`src/rtl/four_bit_accumulator_pkg.sv`:
```
// Shared widths and FSM state encoding for the four-bit accumulator.
package four_bit_accumulator_pkg;

  localparam int unsigned OP_W  = 4;
  localparam int unsigned CNT_W = 4;

  typedef enum logic [1:0] {
    IDLE = 2'd0,
    ACC  = 2'd1,
    OUT  = 2'd2
  } state_e;

endpackage

```
`src/rtl/FourBitAdder.sv`:
```
// Combinational 4-bit ripple adder with carry-in and carry-out.
module FourBitAdder
  import four_bit_accumulator_pkg::*;
(
  input  logic [OP_W-1:0] A,
  input  logic [OP_W-1:0] B,
  input  logic            C_in,
  output logic [OP_W-1:0] S,
  output logic            C_out
);

  assign {C_out, S} = (OP_W+1)'(A) + (OP_W+1)'(B) + (OP_W+1)'(C_in);

endmodule

```
`src/rtl/four_bit_accumulator.sv`:
```
// Sums NUM_OPS 4-bit operands per transaction through FourBitAdder, counting
// every carry-out, and hands the result downstream over valid/ready.
module four_bit_accumulator
  import four_bit_accumulator_pkg::*;
#(
  parameter int unsigned NUM_OPS = 4,
  parameter int unsigned CARRY_W = 3
) (
  input  logic               clk,
  input  logic               rst,
  input  logic               clr,
  input  logic               in_valid,
  output logic               in_ready,
  input  logic [OP_W-1:0]    in_op,
  input  logic               in_cin,
  output logic               out_valid,
  input  logic               out_ready,
  output logic [OP_W-1:0]    out_sum,
  output logic [CARRY_W-1:0] out_carries
);

  state_e               state_q, state_d;
  logic [OP_W-1:0]      acc_q, acc_d;
  logic [CNT_W-1:0]     count_q, count_d;
  logic [CARRY_W-1:0]   carries_q, carries_d;
  logic                 in_ready_d, out_valid_d;
  logic [OP_W-1:0]      out_sum_d;
  logic [CARRY_W-1:0]   out_carries_d;

  logic [OP_W-1:0]      adder_a, adder_s;
  logic                 adder_c;
  logic                 accept;
  logic [CARRY_W:0]     carries_sum;
  logic [CARRY_W-1:0]   carries_inc;
  logic [CNT_W-1:0]     count_inc;

  // The first operand of a transaction starts from zero, later ones from acc.
  assign adder_a = (state_q == ACC) ? acc_q : '0;

  FourBitAdder u_adder (
    .A     (adder_a),
    .B     (in_op),
    .C_in  (in_cin),
    .S     (adder_s),
    .C_out (adder_c)
  );

  assign accept      = in_valid & in_ready & ((state_q == IDLE) | (state_q == ACC));
  assign count_inc   = count_q + CNT_W'(1);
  assign carries_sum = {1'b0, carries_q} + (CARRY_W+1)'(adder_c);
  assign carries_inc = carries_sum[CARRY_W] ? '1 : carries_sum[CARRY_W-1:0];

  // Next-state and registered-output decode.
  always_comb begin
    state_d       = state_q;
    acc_d         = acc_q;
    count_d       = count_q;
    carries_d     = carries_q;
    in_ready_d    = in_ready;
    out_valid_d   = out_valid;
    out_sum_d     = out_sum;
    out_carries_d = out_carries;

    if (clr) begin
      state_d     = IDLE;
      acc_d       = '0;
      count_d     = '0;
      carries_d   = '0;
      in_ready_d  = 1'b1;
      out_valid_d = 1'b0;
    end else begin
      case (state_q)
        IDLE: begin
          in_ready_d  = 1'b1;
          out_valid_d = 1'b0;
          if (accept) begin
            acc_d     = adder_s;
            carries_d = CARRY_W'(adder_c);
            count_d   = CNT_W'(1);
            state_d   = ACC;
          end
        end
        ACC: begin
          in_ready_d = 1'b1;
          if (accept) begin
            acc_d     = adder_s;
            carries_d = carries_inc;
            count_d   = count_inc;
            if (count_inc == CNT_W'(NUM_OPS)) begin
              state_d       = OUT;
              in_ready_d    = 1'b0;
              out_valid_d   = 1'b1;
              out_sum_d     = adder_s;
              out_carries_d = carries_inc;
            end
          end
        end
        OUT: begin
          in_ready_d  = 1'b0;
          out_valid_d = 1'b1;
          if (out_ready) begin
            state_d     = IDLE;
            in_ready_d  = 1'b1;
            out_valid_d = 1'b0;
            count_d     = '0;
            carries_d   = '0;
          end
        end
        default: begin
          state_d     = IDLE;
          acc_d       = '0;
          count_d     = '0;
          carries_d   = '0;
          in_ready_d  = 1'b1;
          out_valid_d = 1'b0;
        end
      endcase
    end
  end

  always_ff @(posedge clk) begin
    if (rst) begin
      state_q     <= IDLE;
      acc_q       <= '0;
      count_q     <= '0;
      carries_q   <= '0;
      in_ready    <= 1'b1;
      out_valid   <= 1'b0;
      out_sum     <= '0;
      out_carries <= '0;
    end else begin
      state_q     <= state_d;
      acc_q       <= acc_d;
      count_q     <= count_d;
      carries_q   <= carries_d;
      in_ready    <= in_ready_d;
      out_valid   <= out_valid_d;
      out_sum     <= out_sum_d;
      out_carries <= out_carries_d;
    end
  end

endmodule

```
`config.mk`:
```
export PLATFORM = sky130hd
export DESIGN_NAME = four_bit_accumulator
export DESIGN_NICKNAME = d
export VERILOG_FILES = /design/src/rtl/four_bit_accumulator_pkg.sv /design/src/rtl/FourBitAdder.sv /design/src/rtl/four_bit_accumulator.sv
export SDC_FILE = /design/constraint.sdc
export NUM_CORES = 1
export LEC_CHECK = 0
export BUFFER_PORTS_ARGS = -buffer_cell sky130_fd_sc_hd__buf_2
export CAP_MARGIN = 25
export CORE_UTILIZATION = 55
export CTS_CLUSTER_DIAMETER = 50
export CTS_CLUSTER_SIZE = 28
export DETAILED_ROUTE_END_ITERATION = 8
export PLACE_DENSITY = 0.74
export SLEW_MARGIN = 30
export SYNTH_ARGS = -nofsm -noshare
export SYNTH_HDL_FRONTEND = slang
export SYNTH_HIERARCHICAL = 1
export SYNTH_SLANG_ARGS = --single-unit
```
`constraint.sdc`:
```
create_clock -name clk -period 4.1 [get_ports clk]
set_input_delay 0.82 -clock clk [delete_from_list [all_inputs] [get_ports clk]]
set_output_delay 0.82 -clock clk [all_outputs]
set_load 0.01 [all_outputs]
```
==> flow_metrics.py <==
metrics = {
    "status": {
        "outcome": "finished clean",
    },
    "critical_path": {
        "worstPathArrival_ns": 3.51,
        "rr_worst_depth": 14,
        "setup.worst_path.start_class": "flip-flop",
        "r2r_end": "out_carries[1]",
        "startpoint": "state_q[1]",
        "r2r_slack_ns": 0.78,
        "cp.required_ns": 4.29,
        "critPathMaxFanout": 20,
        "crit_path_end": "out_carries[1]",
        "worstSetupPathType": "flip-flop to flip-flop",
        "r2r_start": "state_q[1]",
        "end_kind": "flip-flop",
    },
    "power": {
        "p_leak_nw": 0.591,
        "switchingPower_uw": 95.8,
        "peakVddDrop_mv": 0.255,
        "pwr-share-comb": 0.156,
        "clockPowerShare": 0.252,
        "intPower_uw": 277,
        "powerDensity_mw_per_mm2": 270,
        "sw_frac_of_total": 0.257,
        "pwr-share-seq": 0.592,
    },
    "finish": {
        "final_nets": 179,
        "stdcell_count": 183,
        "syn_to_final_growth_pct": 9.86,
        "final_cell_area_mm2": 0.00138,
        "n_fill_cell": 174,
        "drive_gt1_frac": 0.205,
        "n_antenna_cell": 0,
    },
    "synth": {
        "syn_area_per_cell_um2": 9.04,
        "synth_nets": 160,
        "synth-compound-area-share": 0.164,
        "yosysWarnings": 6,
        "synth_xor_xnor_area_share": 0.0139,
        "syn_inst": 139,
        "synth_top_cell_area_share": 0.351,
        "synth_top_area_cell": "dfxtp_1",
        "synthMuxAreaShare": 0.0986,
        "synth-edff-count": 0,
        "synth_area_leaders": "dfxtp_1, ha_1, mux2i_1",
        "synth_common_cells": "dfxtp_1, nor2_1, a21oi_1",
        "synth_ff_type": "dfxtp_1",
        "synthMostInstantiatedCell": "dfxtp_1",
        "synth_top_family_by_area": "simple AND/OR/NAND/NOR gates",
        "ys_seq_area_frac": 0.351,
        "synthAdderAreaFrac": 0.122,
        "synthSimpleGateAreaFrac": 0.215,
        "synth_cell_type_count": 33,
        "async_reset_ff_frac": 0,
        "synth_area_mm2": 0.00126,
        "ys_ff_latch": 22,
    },
    "grt": {
        "grt_pass1_vias": 1011,
        "grt_max_degree": 21,
        "grt_use_total": 0.226,
        "grt_overflow": 0,
        "grt_pass1_wl_mm": 4.33,
        "antenna_found_initial": 0,
    },
    "timing": {
        "fmax_ghz": 0.302,
        "skew_ns": 0.00955,
        "min_period_over_period": 0.809,
        "hold_viol_final": 0,
        "fin_setup_tns_ns": 0,
        "fin_ws_ns": 0.784,
        "fin_crit_ns": 3.32,
        "drv_slew": 0,
        "relSlewSlack": 0.565,
        "setup_viol": 0,
        "rsz0062_at_grt": "no",
        "worst_pin_slew_ns": 0.647,
    },
    "floorplan": {
        "die_area_mm2": 0.00248,
        "io_pins": 19,
        "die_y_um": 49.8,
        "core_mm2": 0.00206,
        "start_util": 0.609,
        "rows": 16,
        "die-width_um": 49.8,
    },
    "clock_network": {
        "cts-root-buf": "clkbuf_4",
        "cts_tree": "yes",
        "cts_hold_buf": 0,
        "clkLatencyLatePin_ns": 0.30,
        "post-cts-setup-buffers": 0,
        "ctsResizeCount": 0,
        "cts_sinks": 22,
        "cts.clk_slew.worst_paths_ns": 0.12,
        "ctsHtreeMaxLevel": 1,
        "clockBufferDepth": 2,
        "cts_made_buffers": 3,
    },
    "route": {
        "drc": 0,
        "routedWlPerCell_um": 13.3,
        "antenna_left": 0,
        "routed_wl_mm": 2.43,
        "drt_first_pass_iters": 4,
        "vias": 1003,
        "drt_iter0_drc": 10,
        "vias_per_cell": 5.48,
    },
    "min_path": {
        "min_path_type": "flip-flop to flip-flop",
        "min_path_cells": 2,
    },
    "place": {
        "dpl.hpwl_mm": 1.90,
        "portBuffers": 18,
        "placed_cell_area_mm2": 0.00136,
        "gp_congestion": 0.833,
        "pre_cts_slack_ns": 0.818,
        "place_inst": 180,
    },
    "job": {
        "maxCapViolCount": 0,
    },
}
critical path: stages (launching register included):
cell and delay (ns):
dfxtp_1 0.35, inv_1 0.16, ha_1 0.58, and2_1 0.26
fa_1 0.20, inv_1 0.07, fa_1 0.42, nor2b_1 0.12
o21ai_0 0.08, nand2b_1 0.10, ha_1 0.22, ha_1 0.25
a31o_2 0.22, mux2i_1 0.14, nor2_1 0.05
metrics by stage:
step,util,hold slack (ns),total power [mW]
detailed placement,0.658,0.474,0.283
global placement,0.658,0.452,0.282
global route,0.669,0.516,0.391
finish,0.669,0.487,0.373
floorplan,-,0.441,0.268
CTS,0.669,0.491,0.376
layer usage:
| metal | global-route usage | share of wire | up-vias |
|---|---|---|---|
| li1 | - | - | 528 |
| met1 | 0.295 | 0.50 | 460 |
| met2 | 0.374 | 0.47 | 11 |
| met3 | 0.0401 | 0.016 | 4 |
| met4 | 0.0714 | 0.015 | 0 |
| met5 | 0 | 0 | - |
registers in the layout, indices dropped and copies added, names as in the netlist:
register / cells
count_q: 4
in_ready: 1
out_sum: 4
state_q: 2
carries_q: 3
out_carries: 3
out_valid: 1
acc_q: 4
worst min-delay path by stage:
stage / end / startpoint
6_report: acc_q[3] / acc_q[3]
5_1_grt: acc_q[3] / acc_q[3]
4_1_cts: count_q[1] / count_q[1]
3_5_place_dp: count_q[1] / count_q[1]
3_3_place_gp: acc_q[3] / acc_q[3]
2_1_floorplan: acc_q[3] / acc_q[3]
cells by family after synthesis:
logic type | Yosys count
simple gates | 50
flops | 22
compound gates | 32
mux | 12
xor+xnor | 2
fa+ha+maj | 11
buf+inv | 10
layout make-up:
class,instances,area [µm²],share of cell area
Tap cell,27,33.8,0.0245
Inverter,6,22.5,0.0163
Timing Repair Buffer,18,90.1,0.0653
Sequential cell,22,440,0.319
Clock buffer,3,22.5,0.0163
Multi-Input combinational cell,107,771,0.558
cells in the final DEF, fill, tap and decap left out, types with 4 or more instances in the layout:
cell type	n
o21ai_0	4
nor2_1	15
nand2b_1	4
nand3_1	7
mux2i_1	9
dfxtp_1	22
inv_1	6
ha_1	9
nand2_1	8
and2_1	5
a21oi_1	13
buf_2	18
power groups by stage:
stage               logic [mW]  registers (mW)  clock network (mW)
finish                  0.0580           0.221              0.0940
global route            0.0648           0.221               0.105
CTS                     0.0578           0.221              0.0979
detailed placement      0.0576           0.225                   0
global placement        0.0566           0.225                   0
floorplan               0.0432           0.225                   0
No activity file was read; power rests on OpenSTA's default activity.
